[config.mk]
export PLATFORM = sky130hd
export DESIGN_NAME = nonrestoring_divider_ss
export DESIGN_NICKNAME = d
export VERILOG_FILES = /design/src/rtl/nonrestoring_divider_ss.sv
export SDC_FILE = /design/constraint.sdc
export NUM_CORES = 1
export LEC_CHECK = 0
export BUFFER_PORTS_ARGS = -buffer_cell sky130_fd_sc_hd__buf_2
export CORE_MARGIN = 2
export CORE_UTILIZATION = 25
export CTS_CLUSTER_DIAMETER = 50
export CTS_CLUSTER_SIZE = 25
export DETAILED_ROUTE_END_ITERATION = 6
export PLACE_DENSITY_LB_ADDON = 0.08
export REMOVE_ABC_BUFFERS = 1
export SLEW_MARGIN = 20
export SYNTH_ARGS = -nofsm -noshare
export SYNTH_HDL_FRONTEND = slang
export SYNTH_SLANG_ARGS = --single-unit
[constraint.sdc]
create_clock -name clk -period 13.95 [get_ports clk]
set_clock_uncertainty 0.15 [all_clocks]
set_input_delay 0.6975 -clock clk [delete_from_list [all_inputs] [get_ports clk]]
set_output_delay 0.6975 -clock clk [all_outputs]
set_load 0.01 [all_outputs]
[src/rtl/nonrestoring_divider_ss.sv]
// nonrestoring_divider_ss: sequential signed 2W/W non-restoring divider, one quotient bit per clock.
// Optional DIV_FAST_PATH_EN resolves D==+-1 and N==0 directly from CHECK.
module nonrestoring_divider_ss #(
   parameter int WIDTH = 32
) (
   input  logic               clk,
   input  logic               rst_n,
   input  logic               start,
   input  logic [2*WIDTH-1:0] N,
   input  logic [WIDTH-1:0]   D,
   output logic [WIDTH-1:0]   quotient,
   output logic [WIDTH-1:0]   remainder,
   output logic               busy,
   output logic               done,
   output logic               div_by_zero,
   output logic               overflow
);
   localparam int W = WIDTH;
   localparam int CW = $clog2(WIDTH);
   typedef enum logic [2:0] {IDLE, CHECK, DIV, FIX, DONE} state_t;
   state_t state, state_nx;
   logic [2*W-1:0] n_r, na;
   logic [W-1:0] d_r, da, lo, q_r, qm, rm, q_fin, r_fin;
   logic [W:0] p, sh, pn;
   logic [CW-1:0] cnt;
   logic ph, dz, big, fast, neg_q, oflow;
   assign dz = d_r == '0;
   assign big = na[2*W-1:W] >= da;
`ifdef DIV_FAST_PATH_EN
   assign fast = (da == W'(1)) | (na == '0);
`else
   assign fast = 1'b0;
`endif
   assign neg_q = n_r[2*W-1] ^ d_r[W-1];
   assign sh = {p[W-1:0], lo[W-1]};
   assign pn = p[W] ? sh + {1'b0, da} : sh - {1'b0, da};
   // Fast cases finish from CHECK with |N| as the quotient magnitude and no remainder.
   assign qm = (state == CHECK) ? na[W-1:0] : q_r;
   assign rm = (state == CHECK) ? '0 : p[W] ? p[W-1:0] + da : p[W-1:0];
   assign oflow = neg_q ? qm[W-1] & |qm[W-2:0] : qm[W-1];
   assign q_fin = oflow ? '0 : neg_q ? -qm : qm;
   assign r_fin = oflow ? '0 : n_r[2*W-1] ? -rm : rm;
   assign busy = state inside {CHECK, DIV, FIX};
   assign done = state == DONE;
   always_ff @(posedge clk or negedge rst_n)
      if (!rst_n) state <= IDLE;
      else state <= state_nx;
   always_comb begin
      state_nx = state;
      case (state)
         IDLE:    state_nx = start ? CHECK : IDLE;
         CHECK:   state_nx = !ph ? CHECK : (dz | big | fast) ? DONE : DIV;
         DIV:     state_nx = (cnt == CW'(W-1)) ? FIX : DIV;
         FIX:     state_nx = DONE;
         default: state_nx = IDLE;
      endcase
   end
   always_ff @(posedge clk or negedge rst_n)
      if (!rst_n) begin
         {n_r, na, d_r, da, lo, q_r, p, cnt, ph} <= '0;
         {quotient, remainder, div_by_zero, overflow} <= '0;
      end else
         case (state)
            IDLE: if (start) begin
               n_r <= N;
               d_r <= D;
               ph <= 1'b0;
               div_by_zero <= 1'b0;
               overflow <= 1'b0;
            end
            CHECK: if (!ph) begin
               na <= n_r[2*W-1] ? -n_r : n_r;
               da <= d_r[W-1] ? -d_r : d_r;
               ph <= 1'b1;
            end else begin
               p <= {1'b0, na[2*W-1:W]};
               lo <= na[W-1:0];
               q_r <= '0;
               cnt <= '0;
               if (dz) begin
                  quotient <= '1;
                  remainder <= n_r[W-1:0];
                  div_by_zero <= 1'b1;
               end else if (big) begin
                  quotient <= '0;
                  remainder <= '0;
                  overflow <= 1'b1;
               end else if (fast) begin
                  quotient <= q_fin;
                  remainder <= r_fin;
                  overflow <= oflow;
               end
            end
            DIV: begin
               p <= pn;
               q_r <= {q_r[W-2:0], ~pn[W]};
               lo <= lo << 1;
               cnt <= cnt + 1'b1;
            end
            FIX: begin
               quotient <= q_fin;
               remainder <= r_fin;
               overflow <= oflow;
            end
            default: ;
         endcase
endmodule

* Word-level counts from Yosys, hierarchy flattened
Cells that the tools add are included.
Word-level totals: bits in latches 0, memories 0, memory bits (read-only) 0, RAM bits 0, bits in registers 364, word-level logic and storage cells 94, bits of input ports 99, output and inout bits 68
Cells by class: bitwise gates (word level) 5, multiply operators 0, add/sub/neg operators 8, div/mod/pow operators 0, equal/unequal tests 11, $lt $le $gt $ge 1, reductions and logical operators 15, mux-type cells 40, shift operators 0
Operator list (number):
- $mux 32 | 15
- $pmux 32 s2 | 4
- $neg 32->32 | 3
- $mux 33 | 2
- $pmux 33 s2 | 1
- $mux 64 | 1
- $neg 64->64 | 1
- $add 33x32->33 | 1
- $sub 33x32->33 | 1
- $add 32x32->32 | 1
- $ge 32x32->1 | 1
- $logic_not 32->1 | 1
- $reduce_or 31->1 | 1
- $pmux 3 s4 | 1
- $ne 2x2->1 const B | 5
- $pmux 5 s2 | 1
- $mux 1 | 9
- $reduce_and 2->1 | 4
- $eq 3x2->1 const B | 2
- $mux 3 | 2
- $reduce_bool 2->1 | 3
- $reduce_bool 3->1 | 2
- $add 5x1->5 const B | 1
- $eq 5x5->1 const B | 1
- 14 further kinds | 16

* Longest topological paths before layout
Gate-level depths: netlist of the first run.
depth in word-level cells 7, mapped depth 21, gate-level depth less buffers 18

* Least setup slack after synthesis of the first run
No wires, ideal clock.
path kind flip-flop to flip-flop, start point register p[32], end point register p[32], data required time 13.679 ns, data arrival time 5.356 ns, setup slack 8.323 ns, stages on the path, launching flop included 22, buffers on the path 7, period minus slack after synthesis 5.627 ns, path through dfrtp_1 -> clkbuf_1 -> clkbuf_1 -> clkbuf_1 -> clkbuf_1 -> buf_1 -> clkbuf_1 -> buf_1 -> nor2_1 -> xnor2_1 -> ha_1 -> a21o_1 -> a21o_1 -> a2111o_1 -> a31o_2 -> a21o_1 -> a211o_1 -> o311ai_0 -> a21oi_1 -> a211oi_1 -> xnor2_1 -> a22o_1
Between the ends: cells in the longest elaborated chain, start to end 2
Ends and longest elaborated chain:
- from (decl) | line 24 | logic [W:0] p, sh, pn;
- from (signal assigned) | line 76 | p <= {1'b0, na[2*W-1:W]};
- from (signal assigned) | line 95 | p <= pn;
- $mux 33 | line 36 | assign pn = p[W] ? sh + {1'b0, da} : sh - {1'b0, da};
- $pmux 33 s2 | line 63 | case (state)
No other way between the ends. A chain may end at the register's enable or synchronous reset.

* Worst setup path in the final report of the first run
start point register d_r[24], end point register remainder[27]
Between the ends: cells in the longest elaborated chain, start to end 4, elaborated cells between the ends (all ways) 6, those cells by class eq/ne: 1; mux: 3; reduce/logical: 2
Ends and longest elaborated chain:
- from (decl) | line 23 | logic [W-1:0] d_r, da, lo, q_r, qm, rm, q_fin, r_fin;
- from (signal assigned) | line 60 | {n_r, na, d_r, da, lo, q_r, p, cnt, ph} <= '0;
- from (signal assigned) | line 66 | d_r <= D;
- $logic_not 32->1 * | line 27 | assign dz = d_r == '0;
- $mux 32 | line 80 | if (dz) begin
- $mux 32 | line 71 | CHECK: if (!ph) begin
- $pmux 32 s2 | line 63
- to (signal assigned) | line 82 | remainder <= n_r[W-1:0];
- to (signal assigned) | line 90 | remainder <= r_fin;
- to (signal assigned) | line 102 | remainder <= r_fin;
- to (decl) | line 12 | output logic [WIDTH-1:0] remainder,
Mark *: on every way between the ends. The rest lies on a longest branch, timed or not. The select of a mux whose other input is x is not followed.

==> results of run 1 <==
report_power, final:
| part | internal, mW | switching, mW |
|---|---|---|
| clock | 1.19 | 0.650 |
| sequential | 1.57 | 0.658 |
| combinational | 2.05 | 3.00 |
| total | 4.81 | 4.31 |
cell families after synthesis:
family          count (synthesis)
simple gates                  912
compound gates                783
flops                         364
buf+inv                       229
xor+xnor                      211
mux                           129
fa+ha+maj                     104
cell usage after synthesis (all sizes together) (29+ instances only):
cell,n,area share
a21o,44,0.014
nor2,296,0.047
a21oi,282,0.060
a31oi,93,0.025
o31ai,47,0.016
nand2,334,0.053
dfrtp,364,0.39
xnor2,86,0.032
ha,102,0.054
mux2i,36,0.015
mux2,93,0.044
or3,29,0.0082
xor2,125,0.047
or4,31,0.011
nor3,45,0.0096
o21ai,163,0.035
nand3,30,0.0064
clkbuf,150,0.024
inv,65,0.010
stage by stage:
stage,setup TNS [ps],std cells,worst slack [ps],instance area [sq um]
after floorplan,-13420,2569,-663,22900
after global placement,0,4021,9020,25700
after detailed placement,0,4021,8940,25700
after CTS,0,4153,8920,28200
after global routing,0,4153,8500,28200
final,0,4153,8960,28200
sequential cells by signal, indices dropped and copies added (netlist names), 3 cells and up:
name and flops:
remainder 32, n_r 64, cnt 5, d_r 32, quotient 32, q_r 32, p 33, lo 32
da 32, state 3, na 64
cell type report:
type                            count  area (sq um)
Fill cell                        9959         65100
Multi-Input combinational cell   2139         13600
Sequential cell                   364          9110
Clock buffer                       86          1970
Tap cell                         1254          1570
Timing Repair Buffer              199          1120
Clock inverter                     45           571
Inverter                           66           248
worst max-delay path, cell delays in order (launching register included):
cell and delay [ps]:
dfrtp_1 440, or4_1 590, or3_1 370, or3_1 430, or4_1 750, nand2_1 180, a2bb2oi_4 140, buf_4 590
buf_4 620, nand2_1 130, o32a_1 370
how the worst max path moves through the flow:
stage	from	to
final	d_r[24]	remainder[27]
after global routing	p[0]	remainder[30]
after CTS	d_r[24]	remainder[27]
after detailed placement	d_r[24]	remainder[27]
after global placement	da[5]	p[32]
after floorplan	state[1]	remainder[26]
routing by layer:
layer	wire, um	track usage	vias to the layer above
li1	-	-	10100
met1	39200	0.232	9945
met2	36900	0.268	466
met3	2910	0.0221	126
met4	2160	0.0508	0
met5	0	0	-
timing repair:
item | CTS | global route
gates resized for setup | 0 | 0
hold endpoints to repair | 79 | 0
hold buffers | 1 | 0
==> flow_summary_export.csv, run 1 <==
group,metric,value,unit
status,status,"finished clean",
setup_path,required,14290,ps
cells_and_area,layout_commonest_cell,"dfrtp_1",
global_routing,antenna_found_initial,1,
route,ant_nets,0,
floorplanning,ios,167,
floorplanning,die_width,311,um
synthesis,synth.avg_cell_area,8.62,sq um
floorplanning,initial_utilization,0.252,
clocking,cts_buffer_depth,3,
setup_path,criticalPathCategory,"flip-flop to flip-flop",
route,dr.pass1.iters,5,
floorplanning,core,93300,sq um
timing,hold-worst-slack,141,ps
worst_hold_path,holdPathStages,3,
clocking,cts.sinks,364,
synthesis,synth-simple-area-share,0.179,
global_routing,grt_pass1_vias,20600,
cells_and_area,mostFrequentLayoutCells,"dfrtp_1, nand2_1, nor2_1",
setup_path,crit_arrival,5340,ps
synthesis,syn_area,23500,sq um
timing,grt_setup_unrepaired,"false",
route,routed_via_density,4.96,
setup_path,path_max_fanout,78,
cells_and_area,utilization,0.302,
cells_and_area,syn_to_final_growth,19.9,%
timing,finalCritPeriodShare,0.358,
clocking,clock_tree.root_cell,"clkbuf_16",
timing,clock.fmax,200,MHz
synthesis,yosys.area_share.adder,0.0559,
setup_path,worst-r2r-setup-slack,8960,ps
clocking,clk_latency,620,ps
cells_and_area,drive_gt1_frac,0.165,
setup_path,r2r-end,"remainder[27]",
route,drt_iter0_drc,1251,
synthesis,ys.warnings.count,0,
route,drt_wl_total,81100,um
floorplanning,die-area,96600,sq um
global_routing,grt.overflow.total,0,
global_routing,grt_pass1_wl,127000,um
setup_path,r2r_cells,10,
synthesis,syn_inst,2732,
placement,gp_congestion,0.818,
floorplanning,fp.dieH,311,um
global_routing,grt_max_degree,162,
pwr,ir_drop,120,uV
synthesis,ys_ff_latch,364,
synthesis,synth_compound_area_frac,0.203,
clocking,clkTransAtPathRegs,60,ps
route,wire_per_inst,19.5,um
route,vias,20600,
synthesis,synth_top_family_by_area,"compound AO/OA/AOI/OAI gates",
worst_hold_path,holdPathEnd,"n_r[63]",
timing,worst_pin_slew,1020,ps
synthesis,ys_types,76,
clocking,cts_tree,"done",
worst_hold_path,min_from,"N[63]",
pwr,p_per_area,323,nW/um^2
synthesis,synthArstFlopShare,1.00,
timing,maxSlewHeadroom,0.317,
setup_path,r2r_start,"d_r[24]",
timing,finalSetupViolations,0,
synthesis,yosys.area_share.xor_xnor,0.0785,
pwr,power,9.11,mW
route,drc_errors,0,
global_routing,grt.total_usage,0.167,
placement,port_buffers,166,
synthesis,synth_mux_area_frac,0.0598,
setup_path,worst_setup_path_end_kind,"flip-flop",
synthesis,synth-edff-count,0,
timing,slew_violations,0,
worst_hold_path,hp-class,"input port to flip-flop",
cells_and_area,nets,3045,
timing,period_minus_slack,4990,ps
floorplanning,rows,112,
synthesis,seq_area_frac_synth,0.387,
timing,report.final.hold_viol_count,0,
clocking,cts_buffers,72,
flow_run,max_cap_viol_count,0,
clocking,cts_setup_buffers,0,
synthesis,yosys_most_used_dff,"dfrtp_1",
placement,dp_hpwl,58100,um
setup_path,start_kind,"flip-flop",
cells_and_area,n_antenna_cell,0,
clocking,htree_num_levels,3,
pwr,leakage,11.8,nW
Power figures use the tool's default switching activity.
==> run 2: changes to the inputs <==
==> constraint.sdc (replaced) <==
create_clock -name clk -period 4.77 [get_ports clk]
set_clock_uncertainty 0.15 [all_clocks]
set_input_delay 0.2385 -clock clk [delete_from_list [all_inputs] [get_ports clk]]
set_output_delay 0.2385 -clock clk [all_outputs]
set_load 0.01 [all_outputs]
==> flow_summary_export.csv, run 2 (synthesis results as in run 1) <==
group,metric,value,unit
status,status,"finished clean",
global_routing,grt_pass1_vias,21300,
setup_path,path_max_fanout,6,
flow_run,max_cap_viol_count,0,
placement,dp_hpwl,61900,um
cells_and_area,nets,3207,
route,vias,21200,
cells_and_area,syn_to_final_growth,26.2,%
clocking,cts.sinks,364,
timing,worst_slack,213,ps
floorplanning,fp.dieH,311,um
route,wire_per_inst,19.4,um
clocking,cts_buffers,69,
global_routing,grt_pass1_wl,130000,um
global_routing,antenna_found_initial,0,
clocking,cts_tree,"done",
cells_and_area,finalInstanceArea,29700,sq um
placement,port_buffers,166,
timing,worst_pin_slew,964,ps
timing,finalCritPeriodShare,0.955,
floorplanning,rows,112,
global_routing,grt.overflow.total,0,
cells_and_area,biggestRegsByFlops,"n_r x64, na x64, p x33",
setup_path,required,5120,ps
route,ant_nets,0,
cells_and_area,mostFrequentLayoutCells,"dfrtp_1, nand2_1, nor2_1",
clocking,clkTransAtPathRegs,50,ps
timing,period_minus_slack,4560,ps
timing,maxSlewHeadroom,0.357,
setup_path,r2r_cells,10,
floorplanning,initial_utilization,0.252,
floorplanning,core,93300,sq um
pwr,ir_drop,344,uV
setup_path,criticalPathCategory,"flip-flop to flip-flop",
route,dr.pass1.iters,5,
setup_path,crit_arrival,4910,ps
placement,placed_area,26300,sq um
pwr,leakage,12.5,nW
pwr,p_per_area,908,nW/um^2
timing,finalSetupViolations,0,
worst_hold_path,hp-class,"input port to async pin",
timing,report.final.hold_viol_count,0,
timing,slew_violations,0,
placement,dpl.cell_count,4089,
clocking,clk_latency,620,ps
cells_and_area,fillers,9867,
route,routed_via_density,4.91,
placement,dp_slack,127,ps
clocking,cts_buffer_depth,3,
floorplanning,ios,167,
timing,finalSetupTns,0,ps
setup_path,worst_setup_path_end_kind,"flip-flop",
pwr,power,27.0,mW
global_routing,grt_max_degree,158,
floorplanning,die_width,311,um
route,drc_errors,0,
timing,clock.fmax,219,MHz
floorplanning,die-area,96600,sq um
cells_and_area,layout.cells.non_filler,4311,
route,drt_iter0_drc,1336,
global_routing,grt.total_usage,0.172,
cells_and_area,drive_gt1_frac,0.177,
route,drt_wl_total,83800,um
clocking,clock_tree.root_cell,"clkbuf_16",
placement,gp_congestion,0.836,
setup_path,start_kind,"flip-flop",
clocking,htree_num_levels,3,
cells_and_area,layout_commonest_cell,"dfrtp_1",
## run 2: changes by cell type in the layout (fill, tap and decap cells not counted), moves of 2 or more
cell,change
buf_12,+12
clkbuf_16,-5
clkbuf_8,-2
buf_4,+56
dlygate4sd3_1,+97
## run 2: what timing repair did
item                                   in CTS  in global routing
gates resized for setup                     0                  6
buffers inserted                            0                  0
setup endpoints to repair                   0                 10
endpoints found under the hold margin     193                  0
hold buffers                               98                  0
## run 2: path summary, 6_finish.rpt
kind | start | end | slack (ps)
min | rst_n | n_r[62] | 80
min reg2reg | cnt[3] | cnt[3] | 340
max reg2reg | n_r[17] | na[62] | 210
max in group asynchronous | rst_n | quotient[7] | 3210
min in group clk | D[16] | d_r[16] | 230
max | n_r[17] | na[62] | 210
## run 2: through the flow
| stage | utilization | hold slack, ps |
|---|---|---|
| 6_report | 0.318 | 82.8 |
| 4_1_cts | 0.318 | 121 |
| 3_3_place_gp | 0.282 | 199 |
| 5_1_grt | 0.318 | 155 |
| 2_1_floorplan | - | -207 |
| 3_5_place_dp | 0.282 | 206 |
## run 2: final cells by class
| cell class | count | area [sq um] | area share |
|---|---|---|---|
| multi-input cells | 2139 | 13700 | 0.460 |
| clock buffers | 79 | 1810 | 0.0611 |
| diodes | 1 | 2.50 | 0.0000842 |
| clock inverters | 44 | 544 | 0.0183 |
| repair buffers | 364 | 2750 | 0.0925 |
| well taps | 1254 | 1570 | 0.0528 |
| flip-flops and latches | 364 | 9110 | 0.307 |
| inverters | 66 | 248 | 0.00834 |
## run 2: critical path: stages (launching register included)
cell and delay (ps):
dfrtp_1 410, or4_4 560, or3_4 370, or4_4 520
or4_4 460, or4_4 510, or4_4 500, or3_1 410
o41ai_2 260, xor2_1 200, a21oi_1 90
## run 2: report_power, final
group          internal (mW)  total [mW]  switching, mW
clock                   3.21        5.03           1.83
combinational           6.50        15.5           9.03
sequential              4.58        6.41           1.83
## run 2: per-layer routing
metal | wire length [um] | part of all wire | global-route usage | vias to the layer above
li1 | - | - | - | 10400
met5 | 0 | 0 | 0 | -
met1 | 39900 | 0.48 | 0.234 | 10300
met2 | 38800 | 0.46 | 0.282 | 394
met3 | 2780 | 0.033 | 0.0223 | 116
met4 | 2410 | 0.029 | 0.0557 | 0
